===== config.mk =====
export PLATFORM = sky130hd
export DESIGN_NAME = keystream_pixel_xor
export DESIGN_NICKNAME = d
export VERILOG_FILES = /design/src/rtl/keystream_pixel_xor_pkg.sv /design/src/rtl/keystream_pixel_xor_ks_byte_packer.sv /design/src/rtl/keystream_pixel_xor.sv
export SDC_FILE = /design/constraint.sdc
export NUM_CORES = 1
export LEC_CHECK = 0
export BUFFER_PORTS_ARGS = -buffer_cell sky130_fd_sc_hd__buf_2
export CAP_MARGIN = 0
export CORE_UTILIZATION = 33
export DETAILED_ROUTE_END_ITERATION = 8
export MAX_ROUTING_LAYER = met4
export PLACE_DENSITY_LB_ADDON = 0.08
export REMOVE_ABC_BUFFERS = 1
export SYNTH_ARGS = -nofsm -noshare
export SYNTH_HDL_FRONTEND = slang
export SYNTH_HIERARCHICAL = 1
export SYNTH_SLANG_ARGS = --single-unit
export TNS_END_PERCENT = 100

===== constraint.sdc =====
create_clock -name clk -period 3 [get_ports clk]
set_input_delay 0.15 -clock clk [delete_from_list [all_inputs] [get_ports clk]]
set_output_delay 0.15 -clock clk [all_outputs]
set_load 0.02 [all_outputs]

===== src/rtl/keystream_pixel_xor_pkg.sv =====
// Shared types and helpers for the keystream pixel encryption block.
package keystream_pixel_xor_pkg;

    localparam int PIXEL_W_DEF    = 8;
    localparam int NUM_PIXELS_DEF = 16384;

    typedef enum logic [1:0] {
        IDLE = 2'd0,
        RUN  = 2'd1,
        DONE = 2'd2
    } state_t;

    // A valid/ready transfer happens when both sides agree in the same cycle.
    function automatic logic fire(input logic valid, input logic ready);
        return valid && ready;
    endfunction

endpackage


===== src/rtl/keystream_pixel_xor_ks_byte_packer.sv =====
// Packs serial keystream bits MSB-first into a key byte and holds it until consumed.
module ks_byte_packer
    import keystream_pixel_xor_pkg::*;
#(
    parameter int PIXEL_W = PIXEL_W_DEF
) (
    input  logic               clk,
    input  logic               reset,
    input  logic               enable,
    input  logic               ks_bit,
    input  logic               ks_valid,
    output logic               ks_ready,
    input  logic               consume,
    output logic [PIXEL_W-1:0] key,
    output logic               key_full
);

    localparam int CNT_W = (PIXEL_W > 1) ? $clog2(PIXEL_W) : 1;
    localparam logic [CNT_W-1:0] LAST_BIT = CNT_W'(PIXEL_W - 1);

    logic [CNT_W-1:0] bit_cnt;
    logic             bit_fire;

    // Accept bits only while enabled and no complete byte is waiting.
    always_comb begin
        ks_ready = enable && !key_full;
        bit_fire = fire(ks_valid, ks_ready);
    end

    // Shift register, bit counter and full flag.
    always_ff @(posedge clk) begin
        if (reset) begin
            bit_cnt  <= '0;
            key      <= '0;
            key_full <= 1'b0;
        end else begin
            if (consume) begin
                key_full <= 1'b0;
            end
            if (bit_fire) begin
                key <= {key[PIXEL_W-2:0], ks_bit};
                if (bit_cnt == LAST_BIT) begin
                    bit_cnt  <= '0;
                    key_full <= 1'b1;
                end else begin
                    bit_cnt <= bit_cnt + CNT_W'(1);
                end
            end
        end
    end

endmodule


===== src/rtl/keystream_pixel_xor.sv =====
// XORs each image pixel with a key byte packed from the A5/1 keystream and
// streams the ciphertext out, tracking pixels per frame.
module keystream_pixel_xor
    import keystream_pixel_xor_pkg::*;
#(
    parameter int PIXEL_W    = PIXEL_W_DEF,
    parameter int NUM_PIXELS = NUM_PIXELS_DEF
) (
    input  logic               clk,
    input  logic               reset,
    input  logic               start,
    input  logic               ks_bit,
    input  logic               ks_valid,
    output logic               ks_ready,
    input  logic [PIXEL_W-1:0] pix_data,
    input  logic               pix_valid,
    output logic               pix_ready,
    output logic [PIXEL_W-1:0] enc_data,
    output logic               enc_valid,
    input  logic               enc_ready,
    output logic               enc_last,
    output logic               frame_done
);

    localparam int CNT_W = $clog2(NUM_PIXELS + 1);
    localparam logic [CNT_W-1:0] PIX_TOTAL = CNT_W'(NUM_PIXELS);

    state_t             state;
    state_t             state_next;
    logic               frame_start;
    logic [CNT_W-1:0]   pix_cnt;
    logic               pix_left;
    logic [PIXEL_W-1:0] key;
    logic               key_full;
    logic               ks_enable;
    logic               pix_fire;
    logic               enc_fire;

    ks_byte_packer #(.PIXEL_W(PIXEL_W)) u_packer (
        .clk      (clk),
        .reset    (reset),
        .enable   (ks_enable),
        .ks_bit   (ks_bit),
        .ks_valid (ks_valid),
        .ks_ready (ks_ready),
        .consume  (pix_fire),
        .key      (key),
        .key_full (key_full)
    );

    // State register.
    always_ff @(posedge clk) begin
        if (reset) begin
            state <= IDLE;
        end else begin
            state <= state_next;
        end
    end

    // Next state: start opens a frame from IDLE or DONE; the final output transfer closes it.
    always_comb begin
        state_next  = state;
        frame_start = 1'b0;
        case (state)
            IDLE: if (start) begin
                state_next  = RUN;
                frame_start = 1'b1;
            end
            RUN:  if (enc_fire && enc_last) state_next = DONE;
            DONE: if (start) begin
                state_next  = RUN;
                frame_start = 1'b1;
            end
            default: state_next = IDLE;
        endcase
    end

    // Handshake readiness; keystream intake is also gated on pixels remaining
    // so no surplus key bits are drawn while the last output drains.
    always_comb begin
        pix_left   = (pix_cnt < PIX_TOTAL);
        frame_done = (state == DONE);
        ks_enable  = (state == RUN) && pix_left;
        pix_ready  = (state == RUN) && key_full && (!enc_valid || enc_ready) && pix_left;
        pix_fire   = fire(pix_valid, pix_ready);
        enc_fire   = fire(enc_valid, enc_ready);
    end

    // Pixel counter, cleared whenever a frame begins.
    always_ff @(posedge clk) begin
        if (reset) begin
            pix_cnt <= '0;
        end else if (frame_start) begin
            pix_cnt <= '0;
        end else if (pix_fire) begin
            pix_cnt <= pix_cnt + CNT_W'(1);
        end
    end

    // Output register: loads on pixel accept, drains on output accept, holds otherwise.
    always_ff @(posedge clk) begin
        if (reset) begin
            enc_data  <= '0;
            enc_valid <= 1'b0;
            enc_last  <= 1'b0;
        end else if (pix_fire) begin
            enc_data  <= pix_data ^ key;
            enc_valid <= 1'b1;
            enc_last  <= ((pix_cnt + CNT_W'(1)) == PIX_TOTAL);
        end else if (enc_fire) begin
            enc_valid <= 1'b0;
            enc_last  <= 1'b0;
        end
    end

endmodule

Word level (Yosys, flattened, before mapping)
Index checks and enable logic that the tools add are counted.
Storage, ports and cells
  register bits: 39
  latch bits: 0
  memory bits (writable): 0
  ROM bits: 0
  input bits: 15
  output and inout port bits: 13
  memories: 0
Cells by class
  $add $sub $neg: 2
  multipliers: 0
  div/mod/pow operators: 0
  order comparisons: 1
  equal/unequal tests: 6
  shift operators: 0
  mux-type cells: 12
  bitwise operators: 1
  reduce and logical (&&, ||, !) cells: 17
Operator list (count)
  15-bit by 1-bit adder with 15-bit output, second input constant: 1
  15-bit equality test, second input constant: 1
  15-bit < comparator, second input constant: 1
  1-bit logical AND: 9
  1-bit 2-to-1 mux: 8
  8-bit bitwise XOR: 1
  2-bit 2-to-1 mux: 2
  2-bit one-hot mux with 2 select lines: 1
  2-bit OR reduction: 2
  3-bit by 1-bit adder with 3-bit output, second input constant: 1
  3-bit equality test, second input constant: 1
  3-bit 2-to-1 mux: 1
  2-bit by 1-bit equality test with 1-bit output, second input constant: 1
  2-bit equality test, second input constant: 1
  1-bit zero test: 2
  2-bit zero test: 1
  2-bit by 1-bit inequality test with 1-bit output, second input constant: 1
  2-bit inequality test, second input constant: 1
  2-bit AND reduction: 1
  2-bit nonzero test: 1
  1-bit logical OR: 1

Logic depth before layout (Yosys ltp)
Gate-level depths: netlist of run 1.
  depth in word-level cells: 8
  depth in mapped cells: 7
  depth with buffers taken out: 6

Cells and area by module
Netlist of run 1, hierarchy kept.
Modules (own cells, without submodules)
  keystream_pixel_xor: times used 1, cells each 144, area an instance 1258.7 um^2, sequential area each 540.5 um^2
  ks_byte_packer: times used 1, cells each 48, area an instance 534.3 um^2, sequential area each 240.2 um^2

Worst setup path after synthesis of run 1
No wires, ideal clock.
  kind: flip-flop to flip-flop
  start point: reg state[0]
  end point: reg enc_data[6]
  setup time: 0.086 ns
  data arrival time: 1.566 ns
  required time: 2.914 ns
  setup slack: 1.348 ns
  stages on the path, launching flop included: 8
  path buffers: 1
  cell sequence: dfxtp_1 > nor3b_4 > and3_1 > nand2_1 > inv_2 > buf_4 > nor2_1 > a211oi_1
On the way
  longest elaborated chain between the ends: 5
RTL lines
  from (decl): RTL line keystream_pixel_xor.sv:28  | state_t state;
  from (signal assigned): RTL line keystream_pixel_xor.sv:56  | state <= state_next;
  2-bit by 1-bit equality test with 1-bit output: RTL line keystream_pixel_xor.sv:84  | pix_ready = (state == RUN) && key_full && (!enc_valid || enc_ready) && pix_left;
  1-bit logical AND (3 in series): RTL line keystream_pixel_xor.sv:84
  via pix_ready: RTL line keystream_pixel_xor.sv:17  | output logic pix_ready,
  1-bit logical AND: RTL line keystream_pixel_xor_pkg.sv:15  | return valid && ready;
  to (signal assigned): RTL line keystream_pixel_xor.sv:107  | enc_data <= pix_data ^ key;
  to (decl): RTL line keystream_pixel_xor.sv:18  | output logic [PIXEL_W-1:0] enc_data,
The timed path passes the listed nets, and every way through them passes these cells.
A chain may end at the register's enable or synchronous reset.

Final worst setup path of run 1
  start point: reg state[0]
  end point: reg enc_data[3]
On the way
  longest elaborated chain between the ends: 5
RTL lines (RTL line)
  2-bit by 1-bit equality test with 1-bit output: keystream_pixel_xor.sv:84
  1-bit logical AND (3 in series): keystream_pixel_xor.sv:84
  1-bit logical AND: keystream_pixel_xor_pkg.sv:15
Every way passes these cells.

==> qor.yml, run 1 <==
status: "completed"
clockBufferDepth: 2
grt_max_degree: 31
numCtsBuffers: 5
p_seq_share_pct: 47.3
cp_cell_sequence: "nor3b_4, and3_1, nand2_1, inv_2, nor2_1, a211oi_1"
cp_slowest_cell: "dfxtp_1"
path_clk_slew_ns: 0.08
antenna_found_initial: 0
start_util_pct: 34.66
synthAdderAreaFrac_pct: 2.094
finalCriticalPeriod_ns: 1.823
postCtsSetupBuffers: 0
die_width_um: 75.71
synthesis.area_mm2: 0.001793
holdPathStages: 3
worstPathArrival_ns: 2.03
clock_sink_count: 39
cp_data_required_time_ns: 3.21
final_hold_viol_count: 0
cp-end-kind: "flop"
die_h_um: 75.71
critPathMaxStageDelay_ns: 0.40
ctsResizeCount: 0
p_leak_nw: 0.7861
fmax_mhz: 548.5
rr_worst_depth: 6
ys_warn_count: 6
fin_cells: 288
grt.total_usage_pct: 14.70
intPower_mw: 0.8773
final_cell_mix: "39 x dfxtp_1, 27 x buf_2, 19 x nor2_1"
tightest_slew_ns: 0.5275
htreeDepth: 2
totalWireLength_mm: 3.629
start_kind: "flop"
antenna_left: 0
cp_max_fo: 21
core_mm2: 0.005172
rsz0062_at_grt: "no"
portBuffers: 27
yosysTopAreaCell: "dfxtp_1"
clock_latency_ns: 0.29
fp.dieArea_mm2: 0.005732
min_from: "ks_bit"
synthCells: 192
power_frac_comb_pct: 4.8
p_clk_share_pct: 47.9
reg2reg_from: "state[0]"
hold_buffers: 0
synth_compound_area_share_pct: 12.42
pin_count: 28
worstSetupPathType: "flop to flop"
grt_pass1_vias: 1316
cts-root-buf: "clkbuf_8"
dp_hpwl_mm: 2.522
hold_path_class: "input port to flop"
p_sw_share_pct: 20.73
layout_commonest_cell: "dfxtp_1"
cts_tree: "done"
drv_slew: 0
power.density_mw_per_mm2: 526.2
dp_cells: 280
wl_per_cell_um: 12.60
firstDrtPassIters: 4
synth_simple_gate_area_share_pct: 25.82
first_iter_violations: 60
yosysSeqAreaShare_pct: 43.55
via_per_inst: 4.819
yosys-top-cells-area: "dfxtp_1 44%, mux2i_1 6.1%, nand2b_1 4.9%"
areaGrowthSynthToFinish_pct: 17.31
nNetsFinal: 235
synth_xor_area_share_pct: 5.373
vias: 1388
p_switching_mw: 0.2294
slew_headroom_pct: 64.84
synth.distinct_cells: 42
cap_violations: 0
setup_violations: 0
synth-seq-cells: 39
drc_errors: 0
gp_congestion: 0.7741
diodes: 0
grt_first_pass_wirelength_mm: 6.023
std_cell_rows: 26
post-route-period-util_pct: 60.77
synth_top_family_by_area: "simple AND/OR/NAND/NOR gates"
synth_top_area_share_pct: 43.55
drive_gt1_share_pct: 19.72
finalSetupTns_ns: 0
muxShareOfSynthArea_pct: 6.978
critPathLaunch: "state[0]"
syn_avg_cell_area_um2: 9.338
grt_overflow: 0
vdd_drop_max_mv: 0.2172
clock-skew-final_ns: 0.005866
## layer usage
layer	up-vias	global-route usage [%]	wire [um]
li1	733	-	-
met5	-	-	0
met1	631	16.22	1603
met4	0	4.321	44
met2	18	25.10	1841
met3	6	5.026	140
## metrics by stage
step	hold slack [ns]	power, mW	instance area (um^2)	util [%]	setup WS, ns
detailed placement	0.4536	0.5892	1967	38.03	1.211
global placement	0.4490	0.5874	1967	38.03	1.246
CTS	0.1371	1.118	2103	40.66	1.169
global route	0.1411	1.148	2103	40.66	0.9831
finish	0.1395	1.107	2103	40.66	1.177
floorplan	0.2191	0.5659	1744	-	1.283
## cell usage after synthesis, drive strengths merged
cell type  number
a211o           2
a211oi          8
a21oi          13
a22oi           1
a31oi           1
and2            2
and2b           1
and3            2
and3b           1
and4            2
buf             5
clkbuf          4
dfxtp          39
ha              3
inv             5
mux2            1
mux2i          11
nand2           6
nand2b         14
nand3           5
nand3b          2
nand4           6
nand4b          1
nor2           19
nor2b           1
nor3            1
nor3b           1
nor4            1
o21ai           6
o22ai           1
o31ai           4
or2             1
or2b            1
or3             6
or4             4
xnor2          10
xor2            1
## area by class of cell
cell class	count	area (um^2)
timing repair buffer	27	135.1
multi-input combinational	139	944.7
inverter	5	18.77
sequential	39	780.7
fill	525	3069
tap	70	87.58
clock buffer	5	68.82
clock inverter	3	67.56
## worst max-delay path: cells and delay by family (launching register included)
| kind | cells | cell delay, ns |
|---|---|---|
| buffers and inverters | 1 | 0.31 |
| and+or+nand+nor | 4 | 0.79 |
| AOI/OAI and AO/OA | 1 | 0.23 |
| DFF | 1 | 0.40 |
## final timing paths
kind / to / slack [ns]
max reg2reg: enc_data[3] / 1.18
min: u_packer/key[0] / 0.14
min reg2reg: u_packer/bit_cnt[1] / 0.49
max: enc_data[3] / 1.18
## state kept, by name, indices dropped and copies added (netlist names)
name / flops
u_packer/bit_cnt: 3
u_packer/key: 8
pix_cnt: 15
enc_last: 1
state: 2
enc_valid: 1
u_packer/key_full: 1
enc_data: 8
## power groups by stage
stage | combinational, mW | sequential, mW | clock [mW]
floorplan | 0.0313 | 0.535 | 0
detailed placement | 0.0541 | 0.535 | 0
finish | 0.0533 | 0.523 | 0.530
global placement | 0.0524 | 0.535 | 0
CTS | 0.0541 | 0.523 | 0.541
global route | 0.0584 | 0.523 | 0.566
## logic make-up (layout without fill, tap and decap cells)
kind of cell	Yosys count	count (layout)
compound gates	36	36
xor+xnor	11	11
fa+ha+maj	3	3
buf+inv	14	40
flops	39	39
mux	12	12
simple gates	77	77
No activity file was read; power rests on OpenSTA's default activity.
==> run 2, diff against run 1 <==
==> constraint.sdc (replaced) <==
create_clock -name clk -period 1.8 [get_ports clk]
set_input_delay 0.09 -clock clk [delete_from_list [all_inputs] [get_ports clk]]
set_output_delay 0.09 -clock clk [all_outputs]
set_load 0.02 [all_outputs]
==> qor.yml, run 2 (synthesis gave the netlist of run 1 again) <==
layout_commonest_cell: "dfxtp_1"
finalCriticalPeriod_ns: 1.686
dp_cells: 285
largest_reg_flops: 15
worstSetupPathType: "flop to flop"
portBuffers: 27
p_seq_share_pct: 47.5
clock-skew-final_ns: 0.006157
cp_max_fo: 10
cp_cell_sequence: "nor3b_4, nand4_2, or4_1, a21oi_1"
post-route-period-util_pct: 93.66
grt.total_usage_pct: 15.00
multi_input_area_um2: 953.4
setup_violations: 0
setup_slack_ns: 0.1141
fin_cells: 293
finalSetupTns_ns: 0
cp_slowest_cell: "or4_1"
dp_hpwl_mm: 2.657
nNetsFinal: 240
totalWireLength_mm: 3.635
pin_count: 28
die_h_um: 75.71
final_hold_viol_count: 0
via_per_inst: 4.966
critPathMaxStageDelay_ns: 0.46
grt_first_pass_wirelength_mm: 6.354
hold_path_class: "input port to flop"
reg2reg_from: "state[0]"
drv_slew: 0
path_buf_inv: 0
firstDrtPassIters: 4
antenna_found_initial: 0
drive_gt1_share_pct: 21.52
fillers: 549
start_kind: "flop"
vias: 1455
cp_data_required_time_ns: 2.02
final_area_mm2: 0.002152
antenna_left: 0
p_clk_share_pct: 47.4
clock_latency_ns: 0.29
htreeDepth: 2
start_util_pct: 34.66
areaGrowthSynthToFinish_pct: 20.03
status: "completed"
cap_violations: 0
grt_pass1_vias: 1442
fp.dieArea_mm2: 0.005732
holdPathStages: 3
grt_overflow: 0
worstPathArrival_ns: 1.91
clock_sink_count: 39
wl_per_cell_um: 12.41
core_mm2: 0.005172
power_frac_comb_pct: 5.1
clockBufferDepth: 2
cts-root-buf: "clkbuf_8"
diodes: 0
seq_area_um2: 780.7
rr_worst_depth: 4
place_area_mm2: 0.002004
p_leak_nw: 0.7964
numCtsBuffers: 5
cp_top_family: "simple AND/OR/NAND/NOR gates"
fmax_mhz: 593.1
final_cell_mix: "39 x dfxtp_1, 27 x buf_2, 19 x nor2_1"
r2r_slack_ns: 0.11
gp_congestion: 0.7467
timing.rr.end: "pix_cnt[13]"
p_switching_mw: 0.3685
slew_headroom_pct: 67.89
std_cell_rows: 26
vdd_drop_max_mv: 0.3605
drc_errors: 0
hold_end: "u_packer/key[0]"
p_sw_share_pct: 20.08
cts_tree: "done"
intPower_mw: 1.467
first_iter_violations: 36
cp-end-kind: "flop"
post-place-ws_ns: 0.08906
grt_max_degree: 22
rsz0062_at_grt: "yes"
min_from: "ks_bit"
die_width_um: 75.71
tightest_slew_ns: 0.4773
power.density_mw_per_mm2: 852.9
top_register: "pix_cnt"
reg.largest.list: "pix_cnt x15, enc_data x8, u_packer/key x8"
path_clk_slew_ns: 0.08
==> run 2: worst reg2reg max path, stage by stage, from the launching register on <==
cell     delay [ns]
dfxtp_1        0.40
nor3b_4        0.34
nand4_2        0.27
or4_1          0.46
a21oi_1        0.14
==> run 2: what timing repair did <==
item | in CTS | in global routing
resized for setup | 0 | 3
endpoints found under the setup margin | 0 | 8
hold buffers | 0 | 0
buffers inserted | 0 | 0
==> run 2: per-stage QoR <==
| stage | utilization, % | total power [mW] | hold WS [ns] |
|---|---|---|---|
| after floorplan | - | 0.9432 | 0.1591 |
| after global placement | 38.75 | 0.9849 | 0.3542 |
| after detailed placement | 38.75 | 0.9883 | 0.3597 |
| after CTS | 41.39 | 1.871 | 0.04199 |
| after global routing | 41.61 | 1.910 | 0.04845 |
| final | 41.61 | 1.835 | 0.05413 |
==> run 2: area by class of cell <==
| cell class | count | share of cell area, % |
|---|---|---|
| inverters | 5 | 0.9884 |
| clock buffers | 5 | 3.198 |
| multi-input cells | 139 | 44.30 |
| clock inverters | 3 | 3.140 |
| repair buffers | 32 | 8.023 |
| flip-flops and latches | 39 | 36.28 |
| well taps | 70 | 4.070 |
==> run 2: how the worst max path moves through the flow <==
stage	endpoint	slack, ns	depth (start not counted)	from
floorplan	pix_cnt[1]	0.08	6	state[0]
finish	pix_cnt[13]	0.11	4	state[0]
global route	pix_cnt[11]	-0.005	4	state[0]
detailed placement	pix_cnt[10]	0.09	5	pix_cnt[0]
CTS	pix_cnt[10]	0.06	5	pix_cnt[0]
global placement	pix_cnt[10]	0.1	5	pix_cnt[0]
==> run 2: power groups by stage <==
stage,Clock (mW),Combinational [mW],Sequential (mW)
after detailed placement,0,0.0959,0.892
final,0.869,0.0940,0.872
after global routing,0.935,0.103,0.873
after floorplan,0,0.0522,0.891
after CTS,0.903,0.0960,0.872
after global placement,0,0.0933,0.892
==> run 2: routing by layer <==
metal,routed length (um),track usage (%)
met1,1685,17.74
met4,38,4.115
met3,113,4.497
met5,0,-
met2,1798,24.80
==> run 3, diff against run 2 <==
--- a/config.mk
+++ b/config.mk
@@ -7,7 +7,7 @@
 export LEC_CHECK = 0
 export BUFFER_PORTS_ARGS = -buffer_cell sky130_fd_sc_hd__buf_2
 export CAP_MARGIN = 0
-export CORE_UTILIZATION = 33
+export CORE_UTILIZATION = 35
 export DETAILED_ROUTE_END_ITERATION = 8
 export MAX_ROUTING_LAYER = met4
 export PLACE_DENSITY_LB_ADDON = 0.08
==> constraint.sdc (replaced) <==
create_clock -name clk -period 1.4 [get_ports clk]
set_input_delay 0.07 -clock clk [delete_from_list [all_inputs] [get_ports clk]]
set_output_delay 0.07 -clock clk [all_outputs]
set_load 0.02 [all_outputs]
==> qor.yml, run 3 (synthesis gave the netlist of run 1 again) <==
hold_buffers: 0
drv_slew: 0
drc_errors: 0
violations: "negative setup slack"
antenna_found_initial: 0
power.density_mw_per_mm2: 937.7
grt_first_pass_wirelength_mm: 6.775
htreeDepth: 2
cts_tree: "done"
worstPathArrival_ns: 1.74
clock_sink_count: 39
antenna_left: 0
die_width_um: 73.58
worstSetupPathType: "flop to flop"
pin_count: 28
final_cell_mix: "35 x dfxtp_1, 25 x buf_2, 23 x buf_4"
wl_per_cell_um: 13.57
rsz0062_at_grt: "yes"
via_per_inst: 4.953
first_iter_violations: 66
p_leak_nw: 0.9864
post-route-period-util_pct: 107.7
cp_max_fo: 5
vias: 1585
clockBufferDepth: 2
fin_cells: 320
grt.total_usage_pct: 17.40
dp_hpwl_mm: 2.824
areaGrowthSynthToFinish_pct: 44.94
top_register: "pix_cnt"
dp_cells: 300
grt_pass1_vias: 1495
hold_path_class: "input port to flop"
clock-skew-final_ns: 0.008011
slew_headroom_pct: 77.63
path_clk_slew_ns: 0.08
firstDrtPassIters: 4
diodes: 0
final_hold_viol_count: 0
start_kind: "flop"
numCtsBuffers: 5
place_area_mm2: 0.002161
grt_max_degree: 19
cap_violations: 0
totalWireLength_mm: 4.343
fp.dieArea_mm2: 0.005413
cp-end-kind: "flop"
status: "complete, but fails checks"
core_mm2: 0.004817
gp_congestion: 0.8629
drive_gt1_share_pct: 41.90
portBuffers: 27
clock_latency_ns: 0.30
std_cell_rows: 25
finalCriticalPeriod_ns: 1.507
final_area_mm2: 0.002599
whs_ns: 0.04581
nNetsFinal: 270
vdd_drop_max_mv: 0.6081
cp_data_required_time_ns: 1.63
fmax_mhz: 663.4
cts-root-buf: "clkbuf_8"
grt_overflow: 0
die_h_um: 73.58
setup_slack_ns: -0.1074
tightest_slew_ns: 0.3355
start_util_pct: 37.22
largest_reg_flops: 15
layout_commonest_cell: "dfxtp_1"
reg.largest.list: "pix_cnt x15, enc_data x8, u_packer/key x8"
setup_violations: 30
[run 3: changes by cell type in the layout (fill, tap and decap cells not counted), moves of 3 or more]
cell      before  now
a211oi_1       8    5
a211oi_2       0    3
a21oi_1       13   10
a21oi_2        0    3
buf_4          5   23
buf_6          0   10
dfxtp_1       39   35
dfxtp_2        0    4
[run 3: per-stage QoR]
| step | setup WS (ns) | total power [mW] | TNS [ns] | utilization [%] |
|---|---|---|---|---|
| floorplan | -0.3174 | 1.213 | -4.457 | - |
| global placement | -0.1303 | 1.273 | -2.142 | 44.86 |
| detailed placement | -0.1596 | 1.276 | -2.806 | 44.86 |
| CTS | -0.1107 | 2.439 | -2.082 | 51.56 |
| global route | -0.1632 | 2.525 | -3.565 | 53.95 |
| finish | -0.1074 | 2.437 | -1.650 | 53.95 |
[run 3: area by class of cell]
| cell class | count | area [um^2] |
|---|---|---|
| Fill cell | 485 | 2218 |
| Multi-Input combinational cell | 140 | 1104 |
| Sequential cell | 39 | 785.8 |
| Timing Repair Buffer | 61 | 465.4 |
| Tap cell | 67 | 83.83 |
| Clock buffer | 5 | 68.82 |
| Clock inverter | 3 | 67.56 |
| Inverter | 5 | 23.77 |
[run 3: final timing paths]
| kind | to | depth (start not counted) | startpoint | slack (ns) |
|---|---|---|---|---|
| worst max-delay path | pix_cnt[12] | 5 | pix_cnt[14] | -0.11 |
| worst min-delay path | u_packer/key[0] | 3 | ks_bit | 0.05 |
| worst max register to register | pix_cnt[12] | 5 | pix_cnt[14] | -0.11 |
| worst min register to register | u_packer/bit_cnt[1] | 2 | u_packer/bit_cnt[1] | 0.48 |
[run 3: critical path, stage by stage (launching register included)]
cell	delay (ns)
dfxtp_2	0.34
nor3b_4	0.24
buf_6	0.14
nand4_4	0.10
or4_4	0.51
a21oi_2	0.12
[run 3: what timing repair did]
action,CTS,global route
pin swaps,12,7
setup buffers,8,3
endpoints found under the setup margin,34,35
gates cloned,2,0
gates resized for setup,27,29
[run 3: metal layers]
layer,up-vias,share of wire [%],global-route usage [%]
li1,806,-,-
met1,744,45,20.19
met3,7,3.5,3.018
met4,0,1.5,9.402
met5,-,0,-
met2,28,50,28.54
[run 3: report_power, final]
group / switching, mW / internal [mW] / total (mW)
clock: 0.432 / 0.711 / 1.14
combinational: 0.0799 / 0.0947 / 0.175
sequential: 0.00407 / 1.11 / 1.12
